===== src/rtl/kyber_pkg.sv =====
// Shared types and constants for the Kyber512 operation controller.
package kyber_pkg;

    localparam int unsigned CNT_W  = 10;
    localparam int unsigned MODE_W = 2;
    localparam int unsigned TO_W   = 20;

    typedef enum logic [1:0] {
        ST_IDLE    = 2'd0,
        ST_LOAD    = 2'd1,
        ST_PROCESS = 2'd2,
        ST_UNLOAD  = 2'd3
    } state_e;

    typedef enum logic [1:0] {
        MODE_KEYGEN  = 2'd0,
        MODE_ENCAPS  = 2'd1,
        MODE_DECAPS  = 2'd2,
        MODE_INVALID = 2'd3
    } mode_e;

    // 32-bit word counts per operation; the invalid slot is never latched
    localparam logic [CNT_W-1:0] IN_WORDS  [4] = '{10'd16,  10'd208, 10'd600, 10'd1};
    localparam logic [CNT_W-1:0] OUT_WORDS [4] = '{10'd608, 10'd200, 10'd8,   10'd1};

endpackage


===== src/rtl/kyber_word_cnt.sv =====
// Word index counter shared by the LOAD and UNLOAD phases.
module kyber_word_cnt
    import kyber_pkg::*;
(
    input  logic             clk,
    input  logic             rst,
    input  logic             clr,
    input  logic             inc,
    input  logic [CNT_W-1:0] term,
    output logic [CNT_W-1:0] cnt,
    output logic             tc_c
);

    // Clear has priority over increment
    always_ff @(posedge clk or negedge rst) begin
        if (!rst) begin
            cnt <= '0;
        end else if (clr) begin
            cnt <= '0;
        end else if (inc) begin
            cnt <= cnt + CNT_W'(1);
        end
    end

    assign tc_c = (cnt == term);

endmodule


===== src/rtl/kyber_ctrl.sv =====
// Kyber512 operation sequencer: load words, kick the core, unload words.
// Define KYBER_CTRL_TIMEOUT_EN to build the PROCESS-phase watchdog.
module kyber_ctrl
    import kyber_pkg::*;
#(
    parameter logic [TO_W-1:0] TIMEOUT_CYCLES = 20'd1000000
) (
    input  logic              clk,
    input  logic              rst,
    input  logic              start_pulse,
    input  logic              restart_pulse,
    input  logic [MODE_W-1:0] mode,
    input  logic              in_valid,
    output logic              in_ready,
    output logic              out_valid,
    input  logic              out_ready,
    output logic              core_start,
    output logic [MODE_W-1:0] core_mode,
    input  logic              core_done,
    output logic [1:0]        current_state,
    output logic [CNT_W-1:0]  cnt,
    output logic              done,
    output logic              err
);

    // A zero watchdog limit would underflow the terminal compare
    if (TIMEOUT_CYCLES == '0) begin : g_timeout_chk
        $error("kyber_ctrl: TIMEOUT_CYCLES must be non-zero");
    end

    state_e           state;
    state_e           state_next;
    logic             cnt_clr;
    logic             cnt_inc;
    logic             cnt_tc_c;
    logic [CNT_W-1:0] cnt_term_c;
    logic             mode_load;
    logic             done_set;
    logic             done_clr;
    logic             err_set;
    logic             err_clr;
    logic             timeout_hit_c;

    assign current_state = state;

    // Terminal index depends on which phase owns the counter
    assign cnt_term_c = (state == ST_UNLOAD) ? OUT_WORDS[core_mode] - CNT_W'(1)
                                             : IN_WORDS[core_mode]  - CNT_W'(1);

    kyber_word_cnt u_word_cnt (
        .clk  (clk),
        .rst  (rst),
        .clr  (cnt_clr),
        .inc  (cnt_inc),
        .term (cnt_term_c),
        .cnt  (cnt),
        .tc_c (cnt_tc_c)
    );

`ifdef KYBER_CTRL_TIMEOUT_EN
    logic [TO_W-1:0] to_cnt;

    // Dwell counter: held at zero outside PROCESS so it starts fresh on entry
    always_ff @(posedge clk or negedge rst) begin
        if (!rst) begin
            to_cnt <= '0;
        end else if (state != ST_PROCESS) begin
            to_cnt <= '0;
        end else begin
            to_cnt <= to_cnt + TO_W'(1);
        end
    end

    assign timeout_hit_c = (state == ST_PROCESS) && (to_cnt == TIMEOUT_CYCLES - TO_W'(1));
`else
    assign timeout_hit_c = 1'b0;
`endif

    // State register
    always_ff @(posedge clk or negedge rst) begin
        if (!rst) begin
            state <= ST_IDLE;
        end else begin
            state <= state_next;
        end
    end

    // Next-state and control decode; restart overrides everything
    always_comb begin
        state_next = state;
        cnt_clr    = 1'b0;
        cnt_inc    = 1'b0;
        mode_load  = 1'b0;
        done_set   = 1'b0;
        done_clr   = 1'b0;
        err_set    = 1'b0;
        err_clr    = 1'b0;
        if (restart_pulse) begin
            state_next = ST_IDLE;
            cnt_clr    = 1'b1;
            done_clr   = 1'b1;
            err_clr    = 1'b1;
        end else begin
            case (state)
                ST_IDLE: begin
                    if (start_pulse) begin
                        if (mode != MODE_INVALID) begin
                            mode_load  = 1'b1;
                            done_clr   = 1'b1;
                            err_clr    = 1'b1;
                            cnt_clr    = 1'b1;
                            state_next = ST_LOAD;
                        end else begin
                            err_set = 1'b1;
                        end
                    end
                end
                ST_LOAD: begin
                    if (in_valid && in_ready) begin
                        if (cnt_tc_c) begin
                            cnt_clr    = 1'b1;
                            state_next = ST_PROCESS;
                        end else begin
                            cnt_inc = 1'b1;
                        end
                    end
                end
                ST_PROCESS: begin
                    if (core_done) begin
                        cnt_clr    = 1'b1;
                        state_next = ST_UNLOAD;
                    end else if (timeout_hit_c) begin
                        err_set    = 1'b1;
                        cnt_clr    = 1'b1;
                        state_next = ST_IDLE;
                    end
                end
                ST_UNLOAD: begin
                    if (out_valid && out_ready) begin
                        if (cnt_tc_c) begin
                            done_set   = 1'b1;
                            cnt_clr    = 1'b1;
                            state_next = ST_IDLE;
                        end else begin
                            cnt_inc = 1'b1;
                        end
                    end
                end
                default: state_next = ST_IDLE;
            endcase
        end
    end

    // Registered handshakes, core strobe and sticky status
    always_ff @(posedge clk or negedge rst) begin
        if (!rst) begin
            core_mode  <= '0;
            core_start <= 1'b0;
            in_ready   <= 1'b0;
            out_valid  <= 1'b0;
            done       <= 1'b0;
            err        <= 1'b0;
        end else begin
            if (mode_load) begin
                core_mode <= mode;
            end
            core_start <= (state == ST_LOAD) && (state_next == ST_PROCESS);
            in_ready   <= (state_next == ST_LOAD);
            out_valid  <= (state_next == ST_UNLOAD);
            if (done_clr) begin
                done <= 1'b0;
            end else if (done_set) begin
                done <= 1'b1;
            end
            if (err_clr) begin
                err <= 1'b0;
            end else if (err_set) begin
                err <= 1'b1;
            end
        end
    end

endmodule

===== config.mk =====
export PLATFORM = sky130hd
export DESIGN_NAME = kyber_ctrl
export DESIGN_NICKNAME = d
export VERILOG_FILES = /design/src/rtl/kyber_pkg.sv /design/src/rtl/kyber_word_cnt.sv /design/src/rtl/kyber_ctrl.sv
export SDC_FILE = /design/constraint.sdc
export NUM_CORES = 1
export LEC_CHECK = 0
export BUFFER_PORTS_ARGS = -buffer_cell sky130_fd_sc_hd__buf_4
export CAP_MARGIN = 20
export CORE_AREA = 2 2 60 48
export CTS_CLUSTER_SIZE = 25
export DETAILED_ROUTE_END_ITERATION = 8
export DIE_AREA = 0 0 62 50
export PLACE_DENSITY_LB_ADDON = 0.1
export SLEW_MARGIN = 15
export SYNTH_ARGS = -nofsm -noshare
export SYNTH_HDL_FRONTEND = slang
export SYNTH_SLANG_ARGS = --single-unit

===== constraint.sdc =====
create_clock -name clk -period 6.1 [get_ports clk]
set_input_delay 1.22 -clock clk [delete_from_list [all_inputs] [get_ports clk]]
set_output_delay 1.22 -clock clk [all_outputs]
set_load 0.1 [all_outputs]

Yosys cells after proc, flatten, opt, wreduce, memory -nomap -nowiden
Index checks and enable logic that the tools add are counted.
W data, S select, Z words.
{"block": "word_totals", "reg_bits": 19, "inputBits": 9, "elab_cells": 72}
{"block": "classes", "n_addsub": 3, "order_cmp": 1, "n_eq_ne": 8, "muxes": 44, "n_bitwise": 1, "reduce_logical": 7}
{"operator": "$mux W10", "count": 7}
{"operator": "$bmux W10 S2", "count": 2}
{"operator": "$mux W1", "count": 24}
{"operator": "$sub A10 B1 Y10 const B", "count": 2}
{"operator": "$mux W2", "count": 8}
{"operator": "$add A10 B1 Y10 const B", "count": 1}
{"operator": "$eq A10 B10 Y1", "count": 1}
{"operator": "$eq A2 B2 Y1 const B", "count": 4}
{"operator": "$pmux W2 S4", "count": 1}
{"operator": "$reduce_bool A2 Y1", "count": 3}
{"operator": "$eq A2 B1 Y1 const B", "count": 2}
{"operator": "$pmux W1 S4", "count": 1}
{"operator": "$ge A3 B3 Y1 const B", "count": 1}
{"operator": "$logic_and A1 B1 Y1", "count": 3}
{"operator": "$not A2 Y3", "count": 1}
{"operator": "$logic_not A2 Y1", "count": 1}
{"operator": "$ne A2 B2 Y1 const B", "count": 1}
{"operator": "$pmux W1 S2", "count": 1}

Logic depth before layout (Yosys ltp)
{"block": "depth", "word_depth": 13, "depth_mapped": 12}

Cells and area by module
From an unflattened synthesis, not the netlist that was laid out.
{"block": "hier_totals", "cells_unflattened": 135, "hier_area_um2": 1278.7}
{"module": "kyber_ctrl", "instances": 1, "cells_per_inst": 74, "area_per_inst_um2": 684.4, "seq_area_each_um2": 225.2}
{"module": "kyber_word_cnt", "instances": 1, "cells_per_inst": 61, "area_per_inst_um2": 594.3, "seq_area_each_um2": 250.2}

Least setup slack after synthesis
OpenSTA, ideal clock, no wires.
{"block": "synth_path", "path_type": "flip-flop to flip-flop", "startpoint": "register core_mode[0]", "endpoint": "register out_valid", "arrival_ns": 3.228, "required_ns": 5.989, "setup_slack_ns": 2.760, "stages_incl_launch_ff": 12, "n_path_buf": 0, "cell_sequence": "dfrtp_1 inv_1 ha_1 a21boi_1 a31oi_1 ha_1 xor2_1 o211ai_1 a211oi_2 o221a_4 a41oi_2 a2111oi_2"}
{"block": "synth_between", "elab_chain_len": 12}
{"element": "from (decl)", "line_no": "kyber_ctrl.sv:18", "source": "output logic [MODE_W-1:0] core_mode,"}
{"element": "from (signal assigned)", "line_no": "kyber_ctrl.sv:165", "source": "core_mode <= mode;"}
{"element": "$not A2 Y3 (implied by the code) *", "line_no": "kyber_ctrl.sv:47, kyber_ctrl.sv:48"}
{"element": "$bmux W10 S2 (on tied branches)", "line_no": "kyber_ctrl.sv:48, kyber_ctrl.sv:47"}
{"element": "$mux W10 (on tied branches) (2 in a row)", "line_no": "kyber_ctrl.sv:48, kyber_ctrl.sv:47"}
{"element": "$sub A10 B1 Y10 (on tied branches)", "line_no": "kyber_ctrl.sv:48, kyber_ctrl.sv:47"}
{"element": "$mux W10 *", "line_no": "kyber_ctrl.sv:47", "source": "assign cnt_term_c = (state == ST_UNLOAD) ? OUT_WORDS[core_mode] - CNT_W'(1)"}
{"element": "$eq A10 B10 Y1 *", "line_no": "kyber_word_cnt.sv:25", "source": "assign tc_c = (cnt == term);"}
{"element": "$mux W2 (on tied branches)", "line_no": "kyber_ctrl.sv:140, kyber_ctrl.sv:120"}
{"element": "$mux W2 (on tied branches)", "line_no": "kyber_ctrl.sv:139, kyber_ctrl.sv:119"}
{"element": "$pmux W2 S4 *", "line_no": "kyber_ctrl.sv:104", "source": "case (state)"}
{"element": "$mux W2 *", "line_no": "kyber_ctrl.sv:98", "source": "if (restart_pulse) begin"}
{"element": "$eq A2 B2 Y1 *", "line_no": "kyber_ctrl.sv:169", "source": "out_valid <= (state_next == ST_UNLOAD);"}
{"element": "to (signal assigned)", "line_no": "kyber_ctrl.sv:169"}
{"element": "to (decl)", "line_no": "kyber_ctrl.sv:15", "source": "output logic out_valid,"}
Every way passes the cells marked *; elsewhere a longest branch is shown, timed or not. The select of a mux whose other input is x is not followed.
A chain may end at the register's enable or synchronous reset.

Final worst setup path
{"block": "layout_path", "startpoint": "register core_mode[0]", "endpoint": "register u_word_cnt.cnt[0]"}
{"block": "layout_between", "elab_chain_len": 12}
{"element": "$not A2 Y3 (implied by the code) *", "line_no": "kyber_ctrl.sv:47, kyber_ctrl.sv:48"}
{"element": "$bmux W10 S2 (on tied branches)", "line_no": "kyber_ctrl.sv:48, kyber_ctrl.sv:47"}
{"element": "$mux W10 (on tied branches) (2 in a row)", "line_no": "kyber_ctrl.sv:48, kyber_ctrl.sv:47"}
{"element": "$sub A10 B1 Y10 (on tied branches)", "line_no": "kyber_ctrl.sv:48, kyber_ctrl.sv:47"}
{"element": "$mux W10 *", "line_no": "kyber_ctrl.sv:47"}
{"element": "$eq A10 B10 Y1 *", "line_no": "kyber_word_cnt.sv:25"}
{"element": "$mux W1", "line_no": "kyber_ctrl.sv:120, kyber_ctrl.sv:140"}
{"element": "$mux W1 (on tied branches)", "line_no": "kyber_ctrl.sv:139, kyber_ctrl.sv:119"}
{"element": "$pmux W1 S4 or $pmux W1 S2 (tied branches)", "line_no": "kyber_ctrl.sv:104"}
{"element": "$mux W1", "line_no": "kyber_ctrl.sv:98"}
{"element": "$mux W10 or $reduce_bool A2 Y1 (tied branches)"}
{"element": "to (signal assigned)", "line_no": "kyber_word_cnt.sv:21", "source": "cnt <= cnt + CNT_W'(1);"}
{"element": "to (decl)", "line_no": "kyber_word_cnt.sv:10", "source": "output logic [CNT_W-1:0] cnt,"}
Marked as above.

==> flow_metrics.tcl <==
set metrics [dict create \
    path_class "reg -> reg" \
    clkSlewWorstSetupHoldPaths_ns 0.12 \
    clockBufferDepth 2 \
    fillCellCount 203 \
    period_share_pct 47.8 \
    grt_max_degree 20 \
    async_flop_share_pct 100 \
    ant_nets 0 \
    drv_cap 0 \
    ys_seq_area_share_pct 34.2 \
    antenna_found_initial 0 \
    cp_common_cell "ha_1" \
    yosysMostFrequentCell "dfrtp_1" \
    dr_total_vias 1227 \
    slew_viol_final 0 \
    worstPathArrival_ns 3.09 \
    cts_tree "built" \
    drc_errors 0 \
    leakage_nw 0.726 \
    crit_path_cell_trace "inv_1 -> ha_1 -> a21boi_1 -> a31oi_1 -> ha_1 -> xor2_1 -> o211ai_1 -> a211oi_2 -> o221ai_2 -> o21ai_2 -> a21oi_1" \
    setup_viol 0 \
    ioPinCount 28 \
    cts.repair.resized 0 \
    port_buffers 27 \
    cp-end-kind "flop" \
    ys.flop_type "dfrtp_1" \
    synth_largest_area_cell "dfrtp_1" \
    hold_violations 0 \
    r2r-start "core_mode[0]" \
    fin_crit_ns 2.91 \
    drive_above_1_share_pct 26.4 \
    dieArea_um2 3100 \
    area_delta_synth_final_pct 17.7 \
    yosysTopAreaCellShare_pct 34.2 \
    post-cts-setup-buffers 0 \
    status "finished clean" \
    vdd_ir_drop_max_uv 129 \
    yosysUniqueCellTypes 51 \
    cp_data_required_time_ns 6.28 \
    grt_pass1_wl_um 5220 \
    numCtsBuffers 3 \
    via_per_inst 5.84 \
    startpoint "core_mode[0]" \
    crit_fanout 10 \
    cts.sinks 19 \
    synth_cells 147 \
    row_count 16 \
    gp_congestion 0.803 \
    finalWorstSetupSlack_ns 3.19 \
    netlist_area_um2 1390 \
    worstReg2RegEnd "u_word_cnt.cnt[0]" \
    rsz0062_at_grt "false" \
    setup_tns_ns 0 \
    ys_warn_count 0 \
    start_kind "flop" \
    synth_seq_cells 19 \
    reg2reg_depth 11 \
    grt_usage_pct 22.8 \
    slowest_delay_ns 0.49 \
    dieWidth_um 62 \
    synth_area_leaders "dfrtp_1, ha_1, a21oi_1, o21ai_0, and3_1" \
    root_buffer "clkbuf_4" \
    nNetsFinal 192 \
    cpMaxStageDelayCell "o21ai_2" \
    max_freq_ghz 0.343 \
    r2r_setup_slack_ns 3.19 \
    initial_core_util_pct 55.5 \
    wl_per_cell_um 15.2 \
    htreeDepth 1 \
    crit_end "u_word_cnt.cnt[0]" \
    pwr_density_cell_nw_per_um2 198 \
    core_um2 2500 \
    worst_slew_pin_slew_ns 0.519 \
    slew_headroom_pct 65.4 \
    pre_cts_slack_ns 3.24 \
    finClkSkew_ns 0.00674 \
    syn_area_per_cell_um2 9.45 \
    synth_edf_count 0 \
    synth_commonest_cells "dfrtp_1, a21oi_1, o21ai_0, nand2_1, ha_1" \
    grt_pass1_vias 1096 \
    drtPass1Iterations 4 \
    drt_iter0_markers 59 \
    fp.dieH_um 50 \
    hold_path_class "reg -> reg" \
    worstSkewPairLatency_ns 0.31 \
    hold_buffers 0 \
    grt_overflow 0 \
    n_antenna_cell 0 \
    syn_nets 164 \
    wl_um 3190 \
    place_hpwl_um 2340 \
]
-- per-stage QoR --
stage	utilization [%]	power (W)	hold WS, ns	cell area, um^2	std cells
after floorplan	-	0.000230	0.924	1390	147
after global placement	64.2	0.000255	0.475	1610	206
after detailed placement	64.2	0.000258	0.482	1610	206
after CTS	65.3	0.000326	0.510	1630	210
after global routing	65.3	0.000341	0.524	1630	210
final	65.3	0.000323	0.504	1630	210
-- worst min-delay path by stage --
stage / from / end / slack (ns) / cells past startpoint
CTS: err / err / 0.51 / 1
detailed placement: err / err / 0.48 / 1
finish: done / done / 0.50 / 1
floorplan: rst / core_mode[0] / 0.92 / 0
global placement: done / done / 0.48 / 1
global route: done / done / 0.52 / 1
-- cells in the final DEF (no fill, tap or decap), drive strengths merged, types with 3 or more instances in the layout --
| cell | synthesis | final |
|---|---|---|
| a21oi | 12 | 12 |
| or4 | 3 | 3 |
| clkbuf | 1 | 3 |
| nand2b | 3 | 3 |
| and3 | 7 | 7 |
| xor2 | 3 | 3 |
| or3 | 5 | 5 |
| nand2 | 10 | 10 |
| buf | 3 | 27 |
| nor2 | 6 | 6 |
| nor3 | 3 | 3 |
| inv | 6 | 6 |
| xnor2 | 4 | 4 |
| ha | 8 | 8 |
| o21ai | 14 | 14 |
| dfrtp | 19 | 19 |
| nand3 | 5 | 5 |
| and3b | 3 | 3 |
| o21a | 4 | 4 |
-- power breakdown --
part | internal, W | switching [W] | total (W)
Clock | 0.0000245 | 0.0000429 | 0.0000674
Sequential | 0.000130 | 0.00000886 | 0.000139
Combinational | 0.0000378 | 0.0000789 | 0.000117
Total | 0.000193 | 0.000131 | 0.000323
-- final cells by class --
class / count / area, um^2 / area share, %
clock buffer: 3 / 22.5 / 1.38
timing repair buffer: 27 / 203 / 12.4
sequential: 19 / 475 / 29.1
multi-input combinational: 118 / 861 / 52.7
tap: 36 / 45.0 / 2.76
clock inverter: 1 / 5.00 / 0.306
inverter: 6 / 22.5 / 1.38
-- kinds of logic after synthesis --
| group | count (synthesis) | share of synthesized area (%) |
|---|---|---|
| AO/OA/AOI/OAI | 45 | 23.6 |
| AND/OR/NAND/NOR | 56 | 25.0 |
| flip-flops | 19 | 34.2 |
| multiplexers | 2 | 1.80 |
| adder cells (fa/ha/maj) | 8 | 7.21 |
| XOR/XNOR | 7 | 4.41 |
| buffers and inverters | 10 | 3.78 |
-- flip-flops by register name (all words and copies together) (netlist names) --
signal          cells
core_mode           2
core_start          1
current_state       2
done                1
err                 1
in_ready            1
out_valid           1
u_word_cnt.cnt     10
-- routing by layer --
| metal | up-vias | GRT usage (%) | share of wire, % |
|---|---|---|---|
| met5 | - | 0 | 0 |
| met4 | 0 | 6.03 | 1.3 |
| met3 | 6 | 4.72 | 4.9 |
| met2 | 32 | 33.2 | 45 |
| met1 | 586 | 33.8 | 49 |
| li1 | 603 | - | - |
-- worst max-delay path: cells and delay by family, from the launching register on --
family / cells / cell delay (ns)
AO/OA/AOI/OAI: 7 / 1.59
adder cells (fa/ha/maj): 2 / 0.48
flip-flops: 1 / 0.46
XOR/XNOR: 1 / 0.14
buffers and inverters: 1 / 0.11
No activity file was read; power rests on OpenSTA's default activity.
